<file path="src/rtl/pix_stream_pkg.sv">
// rtl/pix_stream_pkg.sv - shared widths and default dimensions for the pixel stream framer
package pix_stream_pkg;

  localparam int DEF_DATA_W   = 8;
  localparam int DEF_CHANNELS = 3;
  localparam int DEF_IMG_W    = 512;
  localparam int DEF_IMG_H    = 512;
  localparam int DEF_DEPTH    = 16;

  function automatic int pix_w(input int data_w, input int channels);
    return data_w * channels;
  endfunction

  // Position counters need at least one bit even for a single-line frame.
  function automatic int pos_w(input int n);
    return (n > 1) ? $clog2(n) : 1;
  endfunction

  function automatic int level_w(input int depth);
    return $clog2(depth) + 1;
  endfunction

endpackage

</file>
<file path="src/rtl/pix_fifo.sv">
// rtl/pix_fifo.sv - show-ahead pixel FIFO with occupancy level
module pix_fifo
  import pix_stream_pkg::*;
#(
  parameter int WIDTH = 24,
  parameter int DEPTH = 16
) (
  input  logic                      clk,
  input  logic                      rst_n,
  input  logic                      i_clear,
  input  logic                      i_wr_en,
  input  logic [WIDTH-1:0]          i_wr_data,
  input  logic                      i_rd_en,
  output logic [WIDTH-1:0]          o_rd_data,
  output logic [level_w(DEPTH)-1:0] o_level,
  output logic                      o_full,
  output logic                      o_empty
);

  localparam int PTR_W = (DEPTH > 1) ? $clog2(DEPTH) : 1;
  localparam int LVL_W = level_w(DEPTH);

  logic [WIDTH-1:0] r_mem [DEPTH];
  logic [PTR_W-1:0] r_wr_ptr;
  logic [PTR_W-1:0] r_rd_ptr;
  logic [LVL_W-1:0] r_level;
  logic             w_wr;
  logic             w_rd;

  assign o_full    = (r_level == LVL_W'(DEPTH));
  assign o_empty   = (r_level == '0);
  assign o_level   = r_level;
  assign o_rd_data = r_mem[r_rd_ptr];

  assign w_wr = i_wr_en && !o_full && !i_clear;
  assign w_rd = i_rd_en && !o_empty && !i_clear;

  // Storage is deliberately left unreset; out_valid masks stale contents.
  always_ff @(posedge clk) begin
    if (w_wr) begin
      r_mem[r_wr_ptr] <= i_wr_data;
    end
  end

  always_ff @(posedge clk or negedge rst_n) begin
    if (!rst_n) begin
      r_wr_ptr <= '0;
      r_rd_ptr <= '0;
      r_level  <= '0;
    end else if (i_clear) begin
      r_wr_ptr <= '0;
      r_rd_ptr <= '0;
      r_level  <= '0;
    end else begin
      if (w_wr) begin
        r_wr_ptr <= r_wr_ptr + 1'b1;
      end
      if (w_rd) begin
        r_rd_ptr <= r_rd_ptr + 1'b1;
      end
      case ({w_wr, w_rd})
        2'b10:   r_level <= r_level + 1'b1;
        2'b01:   r_level <= r_level - 1'b1;
        default: r_level <= r_level;
      endcase
    end
  end

endmodule

</file>
<file path="src/rtl/pixel_stream_framer.sv">
// rtl/pixel_stream_framer.sv - buffers a raster pixel stream and tags it with position and frame markers
module pixel_stream_framer
  import pix_stream_pkg::*;
#(
  parameter int DATA_W   = DEF_DATA_W,
  parameter int CHANNELS = DEF_CHANNELS,
  parameter int IMG_W    = DEF_IMG_W,
  parameter int IMG_H    = DEF_IMG_H,
  parameter int DEPTH    = DEF_DEPTH
) (
  input  logic                                clk,
  input  logic                                rst_n,
  input  logic                                clear,
  input  logic [pix_w(DATA_W, CHANNELS)-1:0]  in_pixel,
  input  logic                                in_valid,
  output logic                                in_ready,
  output logic [pix_w(DATA_W, CHANNELS)-1:0]  out_pixel,
  output logic                                out_valid,
  input  logic                                out_ready,
  output logic [pos_w(IMG_W)-1:0]             out_x,
  output logic [pos_w(IMG_H)-1:0]             out_y,
  output logic                                out_sof,
  output logic                                out_eol,
  output logic                                out_eof,
  output logic [level_w(DEPTH)-1:0]           fifo_level,
  output logic                                frame_done,
  output logic [15:0]                         frame_count
);

  localparam int PIX_W = pix_w(DATA_W, CHANNELS);
  localparam int X_W   = pos_w(IMG_W);
  localparam int Y_W   = pos_w(IMG_H);

  logic [X_W-1:0] r_x;
  logic [Y_W-1:0] r_y;
  logic           r_frame_done;
  logic [15:0]    r_frame_count;
  logic           w_full;
  logic           w_empty;
  logic           w_in_xfer;
  logic           w_out_xfer;
  logic           w_last_x;
  logic           w_last_y;

  // rst_n gates in_ready so the source sees backpressure during reset.
  assign in_ready   = !w_full && !clear && rst_n;
  assign out_valid  = !w_empty;
  assign w_in_xfer  = in_valid && in_ready;
  assign w_out_xfer = out_valid && out_ready && !clear;

  pix_fifo #(
    .WIDTH (PIX_W),
    .DEPTH (DEPTH)
  ) u_fifo (
    .clk       (clk),
    .rst_n     (rst_n),
    .i_clear   (clear),
    .i_wr_en   (w_in_xfer),
    .i_wr_data (in_pixel),
    .i_rd_en   (w_out_xfer),
    .o_rd_data (out_pixel),
    .o_level   (fifo_level),
    .o_full    (w_full),
    .o_empty   (w_empty)
  );

  assign w_last_x = (r_x == X_W'(IMG_W - 1));
  assign w_last_y = (r_y == Y_W'(IMG_H - 1));

  assign out_x       = r_x;
  assign out_y       = r_y;
  assign out_sof     = out_valid && (r_x == '0) && (r_y == '0);
  assign out_eol     = out_valid && w_last_x;
  assign out_eof     = out_eol && w_last_y;
  assign frame_done  = r_frame_done;
  assign frame_count = r_frame_count;

  // frame_count survives clear so software can track frames across flushes.
  always_ff @(posedge clk or negedge rst_n) begin
    if (!rst_n) begin
      r_x           <= '0;
      r_y           <= '0;
      r_frame_done  <= 1'b0;
      r_frame_count <= '0;
    end else if (clear) begin
      r_x          <= '0;
      r_y          <= '0;
      r_frame_done <= 1'b0;
    end else begin
      r_frame_done <= 1'b0;
      if (w_out_xfer) begin
        if (w_last_x && w_last_y) begin
          r_x           <= '0;
          r_y           <= '0;
          r_frame_done  <= 1'b1;
          r_frame_count <= r_frame_count + 16'd1;
        end else if (w_last_x) begin
          r_x <= '0;
          r_y <= r_y + 1'b1;
        end else begin
          r_x <= r_x + 1'b1;
        end
      end
    end
  end

endmodule

</file>
<file path="config.mk">
export PLATFORM = sky130hd
export DESIGN_NAME = pixel_stream_framer
export DESIGN_NICKNAME = d
export VERILOG_FILES = /design/src/rtl/pix_stream_pkg.sv /design/src/rtl/pix_fifo.sv /design/src/rtl/pixel_stream_framer.sv
export SDC_FILE = /design/constraint.sdc
export NUM_CORES = 1
export LEC_CHECK = 0
export CORE_AREA = 2 2 198 200
export CTS_CLUSTER_DIAMETER = 120
export CTS_CLUSTER_SIZE = 16
export DETAILED_ROUTE_END_ITERATION = 6
export DIE_AREA = 0 0 200 202
export PLACE_DENSITY = 0.65
export SETUP_SLACK_MARGIN = 0.4
export SKIP_CTS_REPAIR_TIMING = 1
export SYNTH_ARGS = -nofsm -noshare
export SYNTH_HDL_FRONTEND = slang
export SYNTH_HIERARCHICAL = 1
export SYNTH_SLANG_ARGS = --single-unit
</file>
<file path="constraint.sdc">
create_clock -name clk -period 4.2 [get_ports clk]
set_input_delay 0.84 -clock clk [delete_from_list [all_inputs] [get_ports clk]]
set_output_delay 0.84 -clock clk [all_outputs]
set_load 0.03 [all_outputs]
</file>
After elaboration in Yosys (flattened, before gate mapping)
Memory sizes are Yosys's and may differ from the RTL's.
Cells that the tools add are included.
{"block": "totals", "ff_bits": 48, "ram_bits": 384, "n_memories": 1}
{"memory": "u_fifo.r_mem", "depth": 16, "word_bits": 24, "rd": 1, "rd_ports_with_merged_regs": 0, "write_ports": 1, "line_no": "pix_fifo.sv:23", "text": "logic [WIDTH-1:0] r_mem [DEPTH];"}
{"block": "op_classes", "n_addsub": 7, "n_eq_ne": 5, "n_mux": 19, "bitwise_logic": 1, "n_reduce_logical": 27}
{"cell": "$mux 9", "count": 8}
{"cell": "$add 9x1->9 const B", "count": 2}
{"cell": "$eq 9x9->1 const B", "count": 2}
{"cell": "$logic_not 9->1", "count": 2}
{"cell": "$add 16x1->16 const B", "count": 1}
{"cell": "$mux 4", "count": 4}
{"cell": "$logic_and 1x1->1", "count": 14}
{"cell": "$pmux 5 s2", "count": 1}
{"cell": "$add 4x1->4 const B", "count": 2}
{"cell": "$reduce_bool 2->1", "count": 3}
{"cell": "$reduce_bool 3->1", "count": 2}
{"cell": "$add 5x1->5 const B", "count": 1}
{"cell": "$eq 5x5->1 const B", "count": 1}
{"cell": "$logic_not 5->1", "count": 1}
{"cell": "$mux 1", "count": 5}
{"cell": "$mux 5", "count": 1}
{"cell": "$sub 5x1->5 const B", "count": 1}
{"cell": "$logic_not 1->1", "count": 3}
{"cell": "$reduce_and 3->1", "count": 1}
{"cell": "$eq 2x1->1 const B", "count": 1}
{"cell": "$eq 2x2->1 const B", "count": 1}
{"cell": "$reduce_and 2->1", "count": 1}
{"cell": "$not 1->1", "count": 1}

Logic depth before layout (Yosys ltp)
Gate-level depths: netlist (run 1).
{"block": "depth", "word_depth": 10, "ltp_mapped": 15, "ltp_nobuf": 13}

Cells and area by module
The synthesis (run 1) kept the hierarchy.
{"mod": "pix_fifo", "instances": 1, "cells_each": 831, "area_per_inst_um2": 15606.2, "seq_area_each_um2": 11856.4}
{"mod": "pixel_stream_framer", "instances": 1, "cells_each": 171, "area_per_inst_um2": 1813.0, "seq_area_each_um2": 875.8}

Worst setup path after synthesis (run 1)
No wires, ideal clock.
{"block": "synth_timing", "kind": "input -> register", "from": "input port clear", "to": "memory u_fifo.r_mem[15][0], enable pin", "arrival_ns": 4.122, "required_time_ns": 3.795, "setup_slack_ns": -0.327, "stages": 8, "path_buffers": 3, "path_cell_list": "buf_6 -> clkbuf_1 -> nor3b_1 -> and2_1 -> clkbuf_1 -> a21boi_1 -> nand2_1 -> nor2_1"}
{"block": "synth_via", "elab_chain_len": 8}
{"item": "from (decl)", "line_no": "pixel_stream_framer.sv:13", "text": "input logic clear,"}
{"item": "$logic_not 1->1", "line_no": "pixel_stream_framer.sv:46", "text": "assign in_ready = !w_full && !clear && rst_n;"}
{"item": "$logic_and 1x1->1 (2 in a row)", "line_no": "pixel_stream_framer.sv:46"}
{"item": "via in_ready", "line_no": "pixel_stream_framer.sv:16", "text": "output logic in_ready,"}
{"item": "$logic_and 1x1->1", "line_no": "pixel_stream_framer.sv:48", "text": "assign w_in_xfer = in_valid && in_ready;"}
{"item": "via w_in_xfer", "line_no": "pixel_stream_framer.sv:40", "text": "logic w_in_xfer;"}
{"item": "$logic_and 1x1->1 (2 in a row)", "line_no": "pix_fifo.sv:35", "text": "assign w_wr = i_wr_en && !o_full && !i_clear;"}
{"item": "$mux 1", "line_no": "pix_fifo.sv:40", "text": "if (w_wr) begin"}
{"item": "$mux 1 (not written as such)", "line_no": "pix_fifo.sv:41", "text": "r_mem[r_wr_ptr] <= i_wr_data;"}
{"item": "to (decl)", "line_no": "pix_fifo.sv:23"}
The timed path passes the listed nets, and every way through them passes these cells.

Worst setup path after layout (run 1)
{"block": "layout_timing", "from": "register u_fifo.r_level[1] (netlist: u_fifo/o_level[1])", "to": "output port out_sof"}
{"block": "layout_via", "elab_chain_len": 4}
{"item": "from (decl)", "line_no": "pix_fifo.sv:26", "text": "logic [LVL_W-1:0] r_level;"}
{"item": "from (signal assigned)", "line_no": "pix_fifo.sv:62", "text": "2'b10: r_level <= r_level + 1'b1;"}
{"item": "from (signal assigned)", "line_no": "pix_fifo.sv:63", "text": "2'b01: r_level <= r_level - 1'b1;"}
{"item": "from (signal assigned)", "line_no": "pix_fifo.sv:64", "text": "default: r_level <= r_level;"}
{"item": "$logic_not 5->1", "line_no": "pix_fifo.sv:31", "text": "assign o_empty = (r_level == '0);"}
{"item": "via w_empty", "line_no": "pixel_stream_framer.sv:39", "text": "logic w_empty;"}
{"item": "$logic_not 1->1", "line_no": "pixel_stream_framer.sv:47", "text": "assign out_valid = !w_empty;"}
{"item": "$logic_and 1x1->1 (2 in a row)", "line_no": "pixel_stream_framer.sv:72", "text": "assign out_sof = out_valid && (r_x == '0) && (r_y == '0);"}
{"item": "to (decl)", "line_no": "pixel_stream_framer.sv:22", "text": "output logic out_sof,"}
The timed path passes the listed nets, and every way through them passes these cells.

==> flow_metrics.env, run 1 <==
export IMPL_synth_seq_area_share=0.731
export IMPL_crit_slowest_cell="or4_1"
export IMPL_slew_viol_final=0
export IMPL_htree_levels=1
export IMPL_clock_root_buffer="clkbuf_16"
export IMPL_grt_max_degree=49
export IMPL_rsz0062_at_grt="true"
export IMPL_start_util=0.455
export IMPL_p_total_w=0.00894
export IMPL_antenna_found_initial=1
export IMPL_drt_iter0_markers=594
export IMPL_critPathLaunchType="flop"
export IMPL_grt_pass1_vias=9525
export IMPL_timing_rr_start="u_fifo/o_level[1]"
export IMPL_r2r_cells=13
export IMPL_sequential_cell_area_um2=12700
export IMPL_synth_top_area_frac=0.662
export IMPL_cts_buffers_inserted=30
export IMPL_grt_overflow=0
export IMPL_io_buffer_count=97
export IMPL_wl_per_cell_um=22.8
export IMPL_clk_latency_ns=0.58
export IMPL_clkTransAtPathRegs_ns=0.08
export IMPL_drc_errors=0
export IMPL_critPathRequiredTime_ns=3.36
export IMPL_synth_fp_nets=1047
export IMPL_r2r_slack_ns=0.70
export IMPL_clock_sinks=432
export IMPL_postSynth_asyncResetShare=0.111
export IMPL_hpwl_mm=22.4
export IMPL_postLayoutCellArea_um2=20400
export IMPL_synthDistinctLibCells=52
export IMPL_setup_violations_final=0
export IMPL_synth_seq_cells=432
export IMPL_hold_path_class="in -> async"
export IMPL_io_pins=98
export IMPL_worstPathMaxFanout=8
export IMPL_rows=72
export IMPL_clockBufferDepth=3
export IMPL_p_leak_nw=6.72
export IMPL_skew_ns=0.0155
export IMPL_synth_edf_count=384
export IMPL_yosys_warnings=6
export IMPL_reg2reg_to="u_fifo/o_level[4]"
export IMPL_via_per_inst=5.61
export IMPL_critPathCaptureType="output pin"
export IMPL_place_congestion=0.787
export IMPL_nFillCells=3034
export IMPL_fin_tns_setup_ns=0
export IMPL_max_cap_violations=0
export IMPL_finalCritPeriodShare=0.877
export IMPL_fmax_mhz=272
export IMPL_dieArea_um2=40400
export IMPL_place_area_um2=19400
export IMPL_synth_top_flop_cell="edfxtp_1"
export IMPL_die_h_um=202
export IMPL_track_usage=0.189
export IMPL_area_growth_pct=16.8
export IMPL_peakVddDrop_mv=0.385
export IMPL_crit_path_cell_trace="or4_1 -> nor2_1 -> nor4b_1 -> clkdlybuf4s50_1"
export IMPL_drt_total_wl_mm=37.8
export IMPL_criticalPathCategory="reg -> out"
export IMPL_fin_nets=1177
export IMPL_cts_tree="yes"
export IMPL_die_width_um=200
export IMPL_grt_pass1_wl_mm=57.7
export IMPL_worstPathArrival_ns=2.84
export IMPL_fin_crit_ns=3.68
export IMPL_postSynthCellCount=1002
export IMPL_slew_headroom=0.579
export IMPL_drt_pass1_iter_count=5
export IMPL_synth_top_area_cell="edfxtp_1"
export IMPL_critPathMaxStageDelay_ns=0.70
export IMPL_hold_violations=0
export IMPL_vias=9319
export IMPL_drive_gt1_frac=0.176
export IMPL_design_core_area_um2=38300
export IMPL_diodes=0
export IMPL_synthTopCellsByArea="edfxtp_1 66%, dfrtp_1 6.9%, mux4_2 6.2%"
export IMPL_avgSynthCellArea_um2=17.4
export IMPL_p_per_area_nw_per_um2=439
export IMPL_ant_nets=0
export IMPL_synth_cell_area_um2=17400
export IMPL_status="finished, final reports clean"
export IMPL_multi_input_area_um2=4530
export IMPL_worstMarginPinSlew_ns=0.631
[layout make-up]
cell class,instances,area share
clock buffers,41,0.0389
inverters,13,0.00240
multi-input cells,507,0.223
repair buffers,148,0.0774
well taps,518,0.0318
flip-flops and latches,432,0.626
clock inverters,1,0.000799
[synth_stat cells (24+ instances only)]
| library cell | count |
|---|---|
| edfxtp_1 | 384 |
| mux2i_1 | 73 |
| o21ai_0 | 55 |
| nor2_1 | 53 |
| dfrtp_1 | 48 |
| mux4_2 | 48 |
| nand2_1 | 47 |
| a21oi_1 | 31 |
| mux2_2 | 30 |
| clkbuf_1 | 25 |
| a221oi_1 | 24 |
| a22oi_1 | 24 |
[power breakdown]
| group | internal [W] | switching [W] | total, W |
|---|---|---|---|
| registers | 0.00471 | 0.0000609 | 0.00477 |
| clock network | 0.00130 | 0.00134 | 0.00264 |
| logic | 0.000724 | 0.000808 | 0.00153 |
| total | 0.00674 | 0.00220 | 0.00894 |
[metal layers]
layer  vias to the layer above  routed length, um  GRT usage
li1                       4207                  -          -
met1                      4840              16500      0.265
met2                       228              18400      0.315
met3                        42               2340     0.0339
met4                         2                597     0.0333
met5                         -                 16          0
[sequential cells by signal, summed over array words and instances (netlist names)]
register,cells
u_fifo/o_level,5
u_fifo/r_wr_ptr,4
u_fifo/r_mem,384
out_x,9
u_fifo/r_rd_ptr,4
frame_done,1
out_y,9
frame_count,16
[worst max path at each step]
stage / slack (ns) / cells past startpoint / endpoint / start
6_report: 0.52 / 4 / out_sof / u_fifo/o_level[1]
5_1_grt: 0.38 / 7 / out_pixel[4] / u_fifo/r_rd_ptr[0]
4_1_cts: 0.004 / 6 / out_pixel[17] / u_fifo/r_rd_ptr[2]
3_5_place_dp: 0.44 / 11 / u_fifo/o_level[4] / clear
3_3_place_gp: 0.49 / 11 / u_fifo/o_level[4] / clear
2_1_floorplan: 0.33 / 8 / u_fifo/r_mem[7][0] / clear
[cell families after synthesis]
kind of cell | synth area share
and+or+nand+nor | 0.0422
DFF | 0.731
buffers and inverters | 0.0165
adders and majority gates | 0.0119
AOI/OAI and AO/OA | 0.0578
muxes | 0.124
xor gates and xnor gates | 0.0166
[critical path, delay by kind of cell, from the launching register on]
family        cells  cell delay [ns]
flops             1             0.44
simple gates      3             1.21
buf+inv           1             0.62
[per-stage QoR]
stage,setup slack [ns],std cells,utilization,hold WS [ns]
4_1_cts,0.00424,1650,0.527,0.430
2_1_floorplan,0.329,1002,-,0.544
5_1_grt,0.377,1660,0.532,0.479
3_5_place_dp,0.443,1608,0.506,0.476
3_3_place_gp,0.490,1608,0.506,0.469
6_report,0.518,1660,0.532,0.432
[placed cells by master, fill, tap and decap left out, types with 3 or more instances in the layout]
cell type,n
edfxtp_1,384
mux2i_1,73
xnor2_1,12
o21ai_0,55
and4_1,6
dfrtp_1,44
a22o_1,4
clkdlybuf4s50_1,74
clkbuf_16,31
dlymetal6s2s_1,12
buf_16,3
nand4_1,7
a221oi_1,23
and2_1,3
nor2_4,14
xor2_1,21
buf_12,10
buf_6,3
a21oi_1,31
clkbuf_1,11
mux2_2,30
o2111ai_1,3
ha_1,15
o211ai_1,4
nor2_2,4
nor2_1,37
inv_1,13
nand2_1,47
a21o_1,3
nor4_1,3
nand3_1,6
a22oi_1,24
nor2b_1,3
and3_1,3
mux4_2,48
buf_4,43
No activity file was read; power rests on OpenSTA's default activity.
==> run 2: changes to the inputs <==
==> constraint.sdc (replaced) <==
create_clock -name clk -period 4.2 [get_ports clk]
set_input_delay 0.84 -clock clk [delete_from_list [all_inputs] [get_ports clk]]
set_output_delay 0.84 -clock clk [all_outputs]
set_load 0.05 [all_outputs]
==> flow_metrics.env, run 2 (synthesis gave the netlist of run 1 again) <==
export IMPL_grt_pass1_vias=9394
export IMPL_antenna_found_initial=0
export IMPL_dp_slack_ns=0.412
export IMPL_ant_nets=0
export IMPL_multi_input_area_um2=4540
export IMPL_drt_total_wl_mm=37.5
export IMPL_place_congestion=0.753
export IMPL_io_buffer_count=97
export IMPL_r2r_cells=13
export IMPL_via_per_inst=5.62
export IMPL_critPathLaunchType="flop"
export IMPL_clock_root_buffer="clkbuf_16"
export IMPL_grt_overflow=0
export IMPL_skew_ns=0.0121
export IMPL_setup_violations_final=0
export IMPL_rows=72
export IMPL_nFillCells=3062
export IMPL_crit_path_cell_trace="nor2b_4 -> buf_4 -> a221oi_1 -> o21ai_0 -> nand2_1 -> buf_4"
export IMPL_worstPathArrival_ns=2.84
export IMPL_fin_nets=1170
export IMPL_status="finished, final reports clean"
export IMPL_criticalPathCategory="reg -> out"
export IMPL_peakVddDrop_mv=0.302
export IMPL_final_common_cell="edfxtp_1"
export IMPL_slew_viol_final=0
export IMPL_sequential_cell_area_um2=12700
export IMPL_fin_crit_ns=3.68
export IMPL_clk_latency_ns=0.57
export IMPL_wl_per_cell_um=22.5
export IMPL_diodes=0
export IMPL_timing_final_ws_setup_ns=0.521
export IMPL_dieArea_um2=40400
export IMPL_drt_iter0_markers=538
export IMPL_drc_errors=0
export IMPL_worstMarginPinSlew_ns=0.755
export IMPL_slew_headroom=0.497
export IMPL_vias=9376
export IMPL_p_per_area_nw_per_um2=449
export IMPL_die_width_um=200
export IMPL_cts_tree="yes"
export IMPL_critPathCaptureType="output pin"
export IMPL_fmax_mhz=272
export IMPL_critPathMaxStageDelay_ns=0.61
export IMPL_p_leak_nw=6.62
export IMPL_mostFrequentLayoutCells="384 x edfxtp_1, 73 x mux2i_1, 69 x clkdlybuf4s50_1"
export IMPL_clockBufferDepth=3
export IMPL_htree_levels=1
export IMPL_start_util=0.455
export IMPL_area_growth_pct=16.3
export IMPL_drt_pass1_iter_count=5
export IMPL_worstPathMaxFanout=18
export IMPL_drive_gt1_frac=0.179
export IMPL_crit_slowest_cell="dfrtp_4"
export IMPL_hpwl_mm=22.2
export IMPL_largest_reg_flops=384
export IMPL_die_h_um=202
export IMPL_grt_pass1_wl_mm=56.8
export IMPL_finalCritPeriodShare=0.876
export IMPL_critPathRequiredTime_ns=3.36
export IMPL_fin_tns_setup_ns=0
export IMPL_design_core_area_um2=38300
export IMPL_track_usage=0.186
export IMPL_rsz0062_at_grt="false"
export IMPL_hold_path_class="in -> async"
export IMPL_clkTransAtPathRegs_ns=0.08
export IMPL_largest_register="u_fifo/r_mem"
export IMPL_cpMostUsedCell="buf_4"
export IMPL_max_cap_violations=0
export IMPL_clock_sinks=432
export IMPL_grt_max_degree=49
export IMPL_cts_buffers_inserted=30
export IMPL_hold_violations=0
export IMPL_io_pins=98
-- run 2: cell types whose count changed in the layout (fill, tap and decap cells not counted), moves of 3 or more --
cell,before,now
dlymetal6s2s_1,12,2
clkdlybuf4s50_1,74,69
buf_4,43,55
buf_6,3,0
clkbuf_1,11,25
-- run 2: stage by stage --
step                instances  hold WS (ns)  utilization  cell area [um^2]  total power [W]
floorplan                1002         0.544            -             17600          0.00600
global placement         1609         0.471        0.505             19300          0.00644
detailed placement       1609         0.477        0.505             19300          0.00645
CTS                      1665         0.440        0.528             20200          0.00916
global route             1667         0.465        0.529             20300          0.00944
finish                   1667         0.417        0.529             20300          0.00910
-- run 2: worst max-delay path: cells and delay by family (launching register included) --
family / cells / cell delay [ns]
simple gates: 2 / 0.65
flops: 1 / 0.61
buf+inv: 2 / 0.57
compound gates: 2 / 0.40
-- run 2: power breakdown --
part | leakage, nW | internal (W) | switching, W
combinational | 2.09 | 0.000674 | 0.000902
clock | 0.412 | 0.00138 | 0.00136
sequential | 4.11 | 0.00471 | 0.0000741
total | 6.62 | 0.00677 | 0.00233
-- run 2: layout make-up --
| type | instances | share of cell area |
|---|---|---|
| multi-input combinational | 507 | 0.224 |
| timing repair buffer | 141 | 0.0699 |
| tap | 518 | 0.0320 |
| sequential | 432 | 0.629 |
| clock buffer | 56 | 0.0429 |
| inverter | 13 | 0.00241 |
-- run 2: layer usage --
| layer | part of all wire | wire length (um) | track usage |
|---|---|---|---|
| met3 | 0.061 | 2280 | 0.0285 |
| met5 | 0 | 0 | 0 |
| met2 | 0.47 | 17600 | 0.296 |
| met4 | 0.011 | 417 | 0.0333 |
| met1 | 0.46 | 17200 | 0.278 |
-- run 2: path summary, 6_finish.rpt --
| check | start | endpoint | slack (ns) |
|---|---|---|---|
| setup reg to reg | u_fifo/o_level[1] | u_fifo/o_level[4] | 0.76 |
| hold / removal | rst_n | frame_count[1] | 0.42 |
| setup / recovery | u_fifo/r_rd_ptr[1] | out_pixel[14] | 0.52 |
| min in group clk | frame_count[15] | frame_count[15] | 0.49 |
| max in group asynchronous | rst_n | u_fifo/r_rd_ptr[0] | 3.32 |
| hold reg to reg | frame_count[15] | frame_count[15] | 0.49 |
==> run 3: changes to the inputs <==
- CELL_PAD_IN_SITES_DETAIL_PLACEMENT: unset -> 1
- CELL_PAD_IN_SITES_GLOBAL_PLACEMENT: unset -> 2
- CORE_AREA: 2 2 198 200 -> 2 2 200 202
- DIE_AREA: 0 0 200 202 -> 0 0 202 204
- PLACE_DENSITY: 0.65 -> 0.8
==> flow_metrics.env, run 3 (synthesis gave the netlist of run 1 again) <==
export IMPL_drc_errors=0
export IMPL_fmax_mhz=275
export IMPL_worstPathArrival_ns=2.79
export IMPL_hold_violations=0
export IMPL_p_leak_nw=6.62
export IMPL_cts_tree="yes"
export IMPL_htree_levels=1
export IMPL_setup_violations_final=0
export IMPL_clkTransAtPathRegs_ns=0.08
export IMPL_grt_overflow=0
export IMPL_start_util=0.445
export IMPL_final_cells=1673
export IMPL_clockBufferDepth=3
export IMPL_cp_depth=6
export IMPL_max_cap_violations=0
export IMPL_crit_path_cell_trace="and2_1 -> buf_12 -> a221oi_1 -> a22oi_1 -> nand2_1 -> buf_4"
export IMPL_mostFrequentLayoutCells="384 x edfxtp_1, 73 x mux2i_1, 68 x clkdlybuf4s50_1"
export IMPL_area_growth_pct=16.1
export IMPL_fin_nets=1169
export IMPL_timing_final_ws_setup_ns=0.566
export IMPL_hold_path_class="in -> async"
export IMPL_crit_buf_inv=2
export IMPL_drt_total_wl_mm=40.8
export IMPL_status="finished, final reports clean"
export IMPL_worstPathMaxFanout=24
export IMPL_track_usage=0.202
export IMPL_skew_ns=0.0136
export IMPL_grt_pass1_wl_mm=63.2
export IMPL_fin_crit_ns=3.63
export IMPL_largest_reg_flops=384
export IMPL_finalCritPeriodShare=0.865
export IMPL_die_width_um=202
export IMPL_slew_viol_final=0
export IMPL_wl_per_cell_um=24.4
export IMPL_via_per_inst=5.62
export IMPL_criticalPathCategory="reg -> out"
export IMPL_critPathCaptureType="output pin"
export IMPL_antenna_found_initial=1
export IMPL_final_common_cell="edfxtp_1"
export IMPL_io_buffer_count=97
export IMPL_clock_sinks=432
export IMPL_dp_slack_ns=0.149
export IMPL_dieArea_um2=41200
export IMPL_hpwl_mm=25.3
export IMPL_cts_buffers_inserted=30
export IMPL_clock_root_buffer="clkbuf_16"
export IMPL_crit_family="compound AO/OA/AOI/OAI gates"
export IMPL_vias=9407
export IMPL_p_per_area_nw_per_um2=451
export IMPL_place_congestion=0.737
export IMPL_drt_pass1_iter_count=5
export IMPL_io_pins=98
export IMPL_critPathMaxStageDelay_ns=0.66
export IMPL_grt_max_degree=49
export IMPL_crit_slowest_cell="dfrtp_4"
export IMPL_drt_iter0_markers=672
export IMPL_worstMarginPinSlew_ns=0.725
export IMPL_fin_tns_setup_ns=0
export IMPL_peakVddDrop_mv=0.328
export IMPL_clk_latency_ns=0.57
export IMPL_die_h_um=204
export IMPL_diodes=0
export IMPL_critPathLaunchType="flop"
export IMPL_slew_headroom=0.516
export IMPL_largest_register="u_fifo/r_mem"
export IMPL_critPathRequiredTime_ns=3.36
export IMPL_design_core_area_um2=39200
export IMPL_rsz0062_at_grt="false"
export IMPL_fin_util=0.516
export IMPL_ant_nets=0
export IMPL_drive_gt1_frac=0.179
export IMPL_whs_ns=0.432
export IMPL_rows=73
export IMPL_nFillCells=3635
export IMPL_grt_pass1_vias=10232
export IMPL_dpl_cell_count=1610
export IMPL_r2r_cells=13
## run 3: layout make-up
cell class / instances / area, um^2 / share of cell area
multi-input combinational: 507 / 4550 / 0.225
clock buffer: 56 / 870 / 0.0430
sequential: 432 / 12700 / 0.630
tap: 525 / 657 / 0.0325
inverter: 13 / 48.8 / 0.00241
timing repair buffer: 140 / 1360 / 0.0674
## run 3: path summary, 6_finish.rpt
| path | from | end | slack [ns] |
|---|---|---|---|
| worst max register to register | u_fifo/o_level[1] | u_fifo/o_level[4] | 0.77 |
| worst min-delay path | rst_n | frame_count[0] | 0.43 |
| worst min register to register | frame_count[15] | frame_count[15] | 0.49 |
| min in group clk | frame_count[15] | frame_count[15] | 0.49 |
| worst max-delay path | u_fifo/r_rd_ptr[1] | out_pixel[9] | 0.57 |
| max in group asynchronous | rst_n | u_fifo/r_rd_ptr[0] | 3.27 |
## run 3: stage by stage
| stage | power [W] | instance area (um^2) |
|---|---|---|
| CTS | 0.00919 | 20100 |
| global placement | 0.00644 | 19300 |
| floorplan | 0.00600 | 17600 |
| global route | 0.00948 | 20200 |
| finish | 0.00913 | 20200 |
| detailed placement | 0.00646 | 19300 |
## run 3: power by group
group / switching (W) / leakage (nW) / internal (W)
Combinational: 0.000935 / 2.09 / 0.000667
Clock: 0.00136 / 0.412 / 0.00139
Sequential: 0.0000681 / 4.11 / 0.00471
Total: 0.00236 / 6.62 / 0.00676
## run 3: metal layers
metal  up-vias  GRT usage  routed length, um
li1       4195          -                  -
met1      4950      0.280              17700
met2       217      0.344              20400
met3        43     0.0293               2130
met4         2     0.0399                650
met5         -          0                 16
